<file path="config.mk">
export PLATFORM = sky130hd
export DESIGN_NAME = ff_capture_scan
export DESIGN_NICKNAME = d
export VERILOG_FILES = /design/src/rtl/ff_capture_scan.sv
export SDC_FILE = /design/constraint.sdc
export NUM_CORES = 1
export LEC_CHECK = 0
export CAP_MARGIN = 20
export CORE_MARGIN = 3
export CORE_UTILIZATION = 55
export DETAILED_ROUTE_END_ITERATION = 12
export PLACE_DENSITY_LB_ADDON = 0.2
export SETUP_SLACK_MARGIN = 0.5
export SLEW_MARGIN = 20
export SYNTH_ARGS = -nofsm -noshare
export SYNTH_HDL_FRONTEND = slang
export SYNTH_SLANG_ARGS = --single-unit
</file>
<file path="constraint.sdc">
create_clock -name CLK -period 5 [get_ports CLK]
set_clock_uncertainty 0.2 [all_clocks]
set_input_delay 0.5 -clock CLK [delete_from_list [all_inputs] [get_ports CLK]]
set_output_delay 0.5 -clock CLK [all_outputs]
set_load 0.01 [all_outputs]
</file>
<file path="src/rtl/ff_capture_scan.sv">
// Parallel snapshot of register-cell Q outputs, replayed LSB-first over a
// valid/ready serial link with an optional even-parity trailer beat.
module ff_capture_scan #(
  parameter int WIDTH  = 16,
  parameter int PARITY = 1
) (
  input  logic             CLK,
  input  logic             ARN,
  input  logic [WIDTH-1:0] D,
  input  logic             START,
  input  logic             CLR,
  input  logic             SRDY,
  output logic             SO,
  output logic             SV,
  output logic             BUSY,
  output logic             DONE
);

  localparam int CW = $clog2(WIDTH + 2);
  localparam logic [CW-1:0] CNT_LOAD = CW'(WIDTH + PARITY - 1);
  localparam bit HAS_PARITY = (PARITY != 0);

  typedef enum logic [1:0] {
    ST_IDLE  = 2'd0,
    ST_SHIFT = 2'd1,
    ST_FIN   = 2'd2
  } state_t;

  state_t           state_reg, state_next;
  logic [WIDTH-1:0] sr_reg, sr_next;
  logic             p_reg, p_next;
  logic [CW-1:0]    cnt_reg, cnt_next;

  always_ff @(posedge CLK or negedge ARN) begin
    if (!ARN) begin
      state_reg <= ST_IDLE;
      sr_reg    <= '0;
      p_reg     <= 1'b0;
      cnt_reg   <= '0;
    end else begin
      state_reg <= state_next;
      sr_reg    <= sr_next;
      p_reg     <= p_next;
      cnt_reg   <= cnt_next;
    end
  end

  always_comb begin
    state_next = state_reg;
    sr_next    = sr_reg;
    p_next     = p_reg;
    cnt_next   = cnt_reg;
    case (state_reg)
      ST_IDLE: begin
        if (START && !CLR) begin
          sr_next    = D;
          p_next     = ^D;
          cnt_next   = CNT_LOAD;
          state_next = ST_SHIFT;
        end
      end
      ST_SHIFT: begin
        if (SRDY) begin
          if (cnt_reg != '0) begin
            sr_next  = sr_reg >> 1;
            cnt_next = cnt_reg - CW'(1);
          end else begin
            state_next = ST_FIN;
          end
        end
      end
      ST_FIN:  state_next = ST_IDLE;
      default: state_next = ST_IDLE;
    endcase
    // Abort overrides everything, including a same-cycle capture request.
    if (CLR) begin
      state_next = ST_IDLE;
    end
  end

  // The final beat carries parity when enabled; all other beats carry SR[0].
  logic parity_beat;
  assign parity_beat = HAS_PARITY && (cnt_reg == '0);

  assign SV   = (state_reg == ST_SHIFT);
  assign BUSY = (state_reg == ST_SHIFT);
  assign DONE = (state_reg == ST_FIN);
  assign SO   = SV & (parity_beat ? p_reg : sr_reg[0]);

endmodule

</file>
==> impl_metrics.ini, run 1 <==
[yosys]
synthAdderAreaFrac = 0.00905
ys_seq_elements = 24
synth-simple-area-share = 0.269
yosysUniqueCellTypes = 31
avgSynthCellArea_um2 = 9.74
syn_nets = 164
synth_top_area_frac = 0.434
syn_area_um2 = 1380
synth_top_family_by_area = simple AND/OR/NAND/NOR gates
synth-compound-area-share = 0.108
synth_xor_area_frac = 0.101
synthMuxAreaShare = 0.00724
yosysSeqAreaShare = 0.434
synth_area_leaders = dfrtp_1, nand2_1, xnor2_1, nor2_2, a31oi_1
syn_inst = 142
synth_area_leader_cell = dfrtp_1
synth_warnings = 0

[final_layout]
stdcell_area_um2 = 1600
final_common_cell = nand2_1
final_core_util = 0.698
mostFrequentLayoutCells = nand2_1, dfrtp_1, clkdlybuf4s50_1
final_nets = 186
drive_gt1_frac = 0.160
n_antenna_cell = 0
area_growth_pct = 15.9
largest_reg_flops = 16

[timing]
setup_tns_ps = 0
fmax_mhz = 348
drv_slew = 0
worst_pin_slew_ps = 805
min_period_over_period = 0.575
rsz0062_at_grt = false
min_period_ps = 2880
slew_headroom = 0.463
setup_violations = 0
hold_viol = 0

[drt]
postRouteAntennaNets = 0
num_vias = 1061
drc = 0
vias_per_cell = 5.58
first_iter_violations = 39
routed_wl_um = 2750
routedWlPerCell_um = 14.5
dr.pass1.iters = 4

[critical_path]
rrSetupSlack_ps = 2700
cp.required_ps = 4300
cp_data_arrival_time_ps = 2180
path_class = reg -> out
worstPathMaxFanout = 20
cp-end-kind = output port
start_kind = flop

[clock_network]
path_clk_slew_ps = 120
numCtsBuffers = 3
clock_latency_ps = 310
h-tree-depth = 1
cts_tree = done
cts.sinks = 24
clockBufferDepth = 2
post_cts_buffers = 0
cts_root_buffer = clkbuf_4

[global_routing]
grt_util_all_layers = 0.194
globalRoute.totalOverflow = 0
grt_pass1_wl_um = 4880
antenna_found_initial = 0
grt_pass1_vias = 1039
grt_start_max_net_pins = 31

[worst_hold_path]
hp-class = reg -> reg

[power]
leakage_nw = 0.651
power_density_nw_per_um2 = 444
vdd_drop_max_mv = 0.308

[floorplanning]
design.die.area_um2 = 3150
fp-row-count = 17
core_um2 = 2300
start_util = 0.602
io_pins = 25
chipHeight_um = 56.1
die_w_um = 56.1

[place]
hpwl_um = 1990
io_buffers = 24
gp_congestion = 0.768
postPlaceCellArea_um2 = 1580

[run]
max_cap_violations = 0

[outcome]
status = complete, no violations
## per-layer routing
layer | GRT usage | wire length, um | vias up
met4 | 0.0610 | 14 | 0
met5 | 0 | 0 | -
li1 | - | - | 515
met2 | 0.297 | 1300 | 29
met3 | 0.0302 | 136 | 2
met1 | 0.280 | 1300 | 515
## stage by stage
stage	setup slack (ps)	hold slack [ps]	cells	power, mW
floorplan	3040	4.41	142	0.569
global placement	2500	274	186	0.615
detailed placement	2460	303	186	0.631
CTS	2120	334	189	0.716
global route	2000	370	190	0.769
finish	2120	332	190	0.711
## power breakdown
group,switching [mW],total [mW],internal [mW]
clock,0.0544,0.0825,0.0281
combinational,0.142,0.278,0.136
sequential,0.0722,0.351,0.279
## layout make-up
cell class	count	area, um^2
tap	28	35.0
timing repair buffer	25	245
inverter	3	16.3
sequential	24	601
clock buffer	3	22.5
multi-input combinational	107	683
fill	206	694
## worst paths after layout
path | start | to | depth (start not counted)
worst max-delay path | state_reg[1] | BUSY | 3
worst min-delay path | p_reg | p_reg | 2
min in group asynchronous | ARN | sr_reg[2] | 2
worst min register to register | p_reg | p_reg | 2
max in group asynchronous | ARN | cnt_reg[1] | 2
worst max register to register | state_reg[1] | cnt_reg[3] | 6
## cells by family after synthesis
kind of cell / after synthesis
muxes: 1
AOI/OAI and AO/OA: 21
adders and majority gates: 1
and+or+nand+nor: 68
buffers and inverters: 11
DFF: 24
xor gates and xnor gates: 16
## synthesized netlist by cell type
| cell | number |
|---|---|
| o31ai_1 | 1 |
| buf_4 | 1 |
| nor4_1 | 1 |
| nor4b_1 | 1 |
| nand3_1 | 5 |
| nor2_1 | 4 |
| inv_1 | 2 |
| a31oi_1 | 12 |
| buf_12 | 2 |
| xnor2_1 | 14 |
| ha_1 | 1 |
| xor2_1 | 2 |
| a211o_1 | 1 |
| a31oi_2 | 3 |
| or4b_1 | 1 |
| mux2i_1 | 1 |
| dfrtp_1 | 24 |
| nand2_1 | 35 |
| nor2b_1 | 1 |
| clkbuf_1 | 2 |
| nor2_2 | 15 |
| buf_2 | 1 |
| nand2_8 | 1 |
| nand3b_4 | 1 |
| nand2b_1 | 1 |
| a21oi_1 | 1 |
| nor4b_4 | 1 |
| nor3_1 | 1 |
| buf_6 | 2 |
| inv_6 | 1 |
| o21ai_0 | 3 |
## repair_timing
| action | CTS | global route |
|---|---|---|
| resized for setup | 0 | 0 |
| endpoints found under the hold margin | 0 | 24 |
| hold buffers | 0 | 1 |
## critical path: stages, from the launching register on
cell,delay [ps]
dfrtp_1,420
nand2b_1,520
inv_6,340
clkdlybuf4s50_1,580
Power figures use the tool's default switching activity.
==> run 2: changes to the inputs <==
Settings changed: CORE_UTILIZATION 55 to 46.
Clock period 5 ns to 2.5 ns, I/O delays scaled along.
==> run 2 against run 1 <==
  * Largest power group unchanged
  * Flip-flop and latch count unchanged
  * Clock power rose to 3.6 times the previous value
  * Sequential share of layout area decreased by 3.0 points
  * Utilization is 7.6 points lower
  * Non-clock buffer count rose by 8
  * Final cell count rose by 7.4%
  * Worst hold slack worse by 280 ps
  * Die area increased by 17%
  * Wire length rose by 18%
  * Total power increased by 140%
  * Largest cell class unchanged
==> impl_metrics.ini, run 2 (same netlist as run 1, synthesis figures left out) <==
[outcome]
status = complete, no violations

[drt]
routed_wl_um = 3240
postRouteAntennaNets = 0
num_vias = 1137
routedWlPerCell_um = 15.9
dr.pass1.iters = 4
vias_per_cell = 5.57
drc = 0
first_iter_violations = 40

[power]
vdd_drop_max_mv = 0.364
p_sw_uw = 619
fin_total_pwr_mw = 1.68
swShare = 0.369
power_frac_comb = 0.405
p_clk_frac = 0.179
leakage_nw = 0.728
p_seq_frac = 0.416
power_density_nw_per_um2 = 962
p_int_mw = 1.06

[global_routing]
grt_util_all_layers = 0.173
grt_pass1_wl_um = 4610
grt_pass1_vias = 1004
globalRoute.totalOverflow = 0
antenna_found_initial = 0
grt_start_max_net_pins = 31

[clock_network]
h-tree-depth = 1
cts_root_buffer = clkbuf_4
clock_latency_ps = 340
clockBufferDepth = 2
path_clk_slew_ps = 150
numCtsBuffers = 3
holdBufCountCts = 0
cts.sinks = 24
cts_tree = done

[final_layout]
final_nets = 196
final_core_util = 0.621
area_growth_pct = 26.1
drive_gt1_frac = 0.260
n_antenna_cell = 0
largest_reg_flops = 16
fillCellCount = 240
fin_cells = 204
mostFrequentLayoutCells = nand2_1, dfrtp_1, clkdlybuf4s50_1
final_common_cell = nand2_1

[critical_path]
rrSetupSlack_ps = 600
worstPathMaxFanout = 2
cp-end-kind = output port
worstRegToRegCells = 8
start_kind = flop
rr_endpoint = sr_reg[1]
cp_data_arrival_time_ps = 1650
path_class = reg -> out
timing.rr.start = cnt_reg[1]
cp.required_ps = 2050

[floorplanning]
die_w_um = 60.8
design.die.area_um2 = 3700
io_pins = 25
fp-row-count = 19
start_util = 0.493
core_um2 = 2810
chipHeight_um = 60.8

[timing]
setup_violations = 0
worst_pin_slew_ps = 613
setup_tns_ps = 0
rsz0062_at_grt = true
drv_slew = 0
slew_headroom = 0.585
fmax_mhz = 477
hold_viol = 0
min_period_ps = 2100
min_period_over_period = 0.839

[run]
max_cap_violations = 0

[place]
hpwl_um = 1950
gp_congestion = 0.796
dp_cells = 192
io_buffers = 24

[worst_hold_path]
hp-class = in -> async
## run 2: timing repair
| item | 4_1_cts | 5_1_grt |
|---|---|---|
| endpoints found under the hold margin | 0 | 0 |
| setup endpoints to repair | 10 | 17 |
| gates cloned | 1 | 1 |
| resized for setup | 9 | 6 |
| pin swaps | 0 | 1 |
| setup buffers | 2 | 4 |
## run 2: worst max-delay path by stage
stage | from | to | slack, ps | cells past startpoint
3_5_place_dp | CLR | sr_reg[4] | 260 | 5
4_1_cts | cnt_reg[0] | SO | 370 | 6
6_report | cnt_reg[1] | SO | 400 | 6
2_1_floorplan | cnt_reg[0] | sr_reg[2] | 730 | 8
3_3_place_gp | CLR | sr_reg[1] | 280 | 5
5_1_grt | cnt_reg[1] | SO | 290 | 6
## run 2: layer usage
metal  wire [um]  track usage  vias up
met2        1520        0.278       29
met5           0            0        -
met3         148       0.0255        7
met4          72       0.0743        0
met1        1510        0.232      562
li1            -            -      539
## run 2: worst max-delay path: stages, from the launching register on
cell	delay, ps
dfrtp_1	420
inv_2	80
ha_4	140
nor4b_4	250
mux2i_1	220
nor2_1	70
buf_2	140
## run 2: per-stage QoR
| stage | hold slack (ps) | setup slack, ps | area (um^2) |
|---|---|---|---|
| floorplan | -246 | 730 | 1380 |
| global placement | 267 | 284 | 1600 |
| detailed placement | 275 | 261 | 1600 |
| CTS | 71.1 | 370 | 1680 |
| global route | 82.3 | 290 | 1740 |
| finish | 48.8 | 402 | 1740 |
## run 2: cell type report
type                       instances  area (um^2)  area share
clock buffer                       3         22.5      0.0129
timing repair buffer              33          300       0.172
tap                               31         38.8      0.0223
inverter                           3         16.3     0.00933
clock inverter                     1         30.0      0.0172
sequential                        24          601       0.345
multi-input combinational        108          731       0.419
timing repair inverter             1         3.75     0.00215
## run 2: power groups by stage
| stage | Clock (mW) | Combinational [mW] | Sequential (mW) |
|---|---|---|---|
| 2_1_floorplan | 0 | 0.464 | 0.674 |
| 3_3_place_gp | 0 | 0.553 | 0.698 |
| 3_5_place_dp | 0 | 0.570 | 0.702 |
| 4_1_cts | 0.296 | 0.609 | 0.692 |
| 5_1_grt | 0.311 | 0.754 | 0.717 |
| 6_report | 0.300 | 0.679 | 0.698 |
==> run 3: changes to the inputs <==
Settings changed: CORE_UTILIZATION 46 to 51.
Clock period 2.5 ns to 1.95 ns, I/O delays scaled along.
==> run 3 against run 2 <==
  * The flow now finishes with violations (negative setup slack)
  * Clock power is 24% lower
  * Combinational power is 87% higher
  * Worst setup slack got worse by 550 ps
  * Critical path depth is 4 higher
  * Sequential power increased by 35%
  * Wire length grew 26%
  * Flip-flop and latch count did not move
  * Highest routed layer unchanged
  * Largest cell class unchanged
  * Critical path type is now reg -> reg
  * Count of clock-buffer cells in the layout unchanged
==> impl_metrics.ini, run 3 (same netlist as run 1, synthesis figures left out) <==
[final_layout]
area_growth_pct = 51.9
drive_gt1_frac = 0.389
n_antenna_cell = 0
multi_input_area_um2 = 888
final_common_cell = nand2_1
stdcell_area_um2 = 2100
final_nets = 217
final-seq-area_um2 = 601
fillCellCount = 125
largest_reg_flops = 16
mostFrequentLayoutCells = nand2_1, dfrtp_1, clkdlybuf4s50_1

[critical_path]
worstRegToRegCells = 10
cp-end-kind = flop
path_class = reg -> reg
cp-startpoint = cnt_reg[0]
cp_data_arrival_time_ps = 2100
timing.rr.start = cnt_reg[0]
rr_endpoint = sr_reg[7]
cp.required_ps = 1960
worstPathMaxFanout = 7
rrSetupSlack_ps = -140
start_kind = flop
critPathCapture = sr_reg[7]

[power]
power_density_nw_per_um2 = 1160
vdd_drop_max_mv = 0.936
leakage_nw = 0.871

[drt]
num_vias = 1276
dr.pass1.iters = 4
drc = 0
postRouteAntennaNets = 0
routed_wl_um = 4090
first_iter_violations = 78
vias_per_cell = 5.72
routedWlPerCell_um = 18.4

[place]
gp_congestion = 0.816
io_buffers = 24
postPlaceCellArea_um2 = 1650
dp_slack_ps = -71.7
hpwl_um = 2010

[floorplanning]
design.die.area_um2 = 3370
io_pins = 25
start_util = 0.548
core_um2 = 2520
die_w_um = 58.1
fp-row-count = 18
chipHeight_um = 58.1

[clock_network]
h-tree-depth = 1
cts_root_buffer = clkbuf_4
cts.sinks = 24
cts_tree = done
path_clk_slew_ps = 130
clock_latency_ps = 320
clockBufferDepth = 2
numCtsBuffers = 3

[global_routing]
grt_pass1_vias = 1323
grt_pass1_wl_um = 6310
grt_util_all_layers = 0.248
globalRoute.totalOverflow = 0
grt_start_max_net_pins = 25
antenna_found_initial = 0

[timing]
setup_violations = 19
min_period_ps = 2090
fmax_mhz = 478
worst_pin_slew_ps = 323
hold_viol = 0
worst_slack_ps = -144
min_period_over_period = 1.07
drv_slew = 0
slew_headroom = 0.785
rsz0062_at_grt = true
setup_tns_ps = -1500

[run]
max_cap_violations = 0

[worst_hold_path]
hp-class = in -> reg

[outcome]
status = finished with violations
violations = negative setup slack
-- run 3: changes by cell type in the layout (fill, tap and decap cells not counted), moves of 3 or more --
| cell | change |
|---|---|
| nor2_2 | -12 |
| nor2_4 | +12 |
| nand2_8 | +3 |
| nand3_2 | +4 |
| buf_4 | +7 |
| buf_6 | +11 |
| o21ai_0 | -3 |
| nand3_1 | -4 |
| buf_12 | +3 |
-- run 3: cell type report --
class / count / area share
multi-input cells: 110 / 0.423
flip-flops and latches: 24 / 0.286
repair buffers: 53 / 0.254
well taps: 30 / 0.0179
clock buffers: 3 / 0.0107
inverters: 3 / 0.00775
-- run 3: worst min-delay path by stage --
| stage | startpoint | to | slack [ps] | depth (start not counted) |
|---|---|---|---|---|
| finish | D[0] | sr_reg[0] | 280 | 3 |
| global route | D[0] | sr_reg[0] | 270 | 3 |
| detailed placement | p_reg | p_reg | 290 | 2 |
| CTS | ARN | sr_reg[4] | 20 | 2 |
| floorplan | ARN | cnt_reg[0] | -300 | 0 |
| global placement | sr_reg[15] | sr_reg[15] | 290 | 2 |
-- run 3: critical path, stage by stage (launching register included) --
cell,delay [ps]
dfrtp_1,410
inv_1,80
ha_2,190
nor4b_4,240
buf_4,180
buf_6,100
nand3b_4,150
buf_12,150
nand2_8,100
nor2_2,120
a31oi_1,60
-- run 3: layer usage --
layer  wire length, um  global-route usage  vias up
met2              1990               0.415       65
met1              1620               0.319      611
li1                  -                   -      584
met5                 0                   0        -
met4               167               0.106        0
met3               322              0.0379       16
-- run 3: timing repair --
| action | 4_1_cts | 5_1_grt |
|---|---|---|
| endpoints found under the hold margin | 0 | 4 |
| pin swaps | 10 | 9 |
| cloned | 3 | 0 |
| gates resized for setup | 48 | 21 |
| buffers inserted | 11 | 7 |
| hold buffers | 0 | 1 |
| setup endpoints to repair | 28 | 28 |
-- run 3: where the power goes --
group | internal, mW | switching [mW] | leakage (nW)
clock | 0.0725 | 0.154 | 0.0138
combinational | 0.667 | 0.599 | 0.578
sequential | 0.714 | 0.231 | 0.280
-- run 3: metrics by stage --
stage	total power, mW	std cells	utilization	hold WS (ps)
finish	2.44	223	0.832	281
floorplan	1.46	142	-	-301
CTS	2.16	215	0.766	20.2
detailed placement	1.69	198	0.655	292
global route	2.59	223	0.832	265
global placement	1.65	198	0.655	292
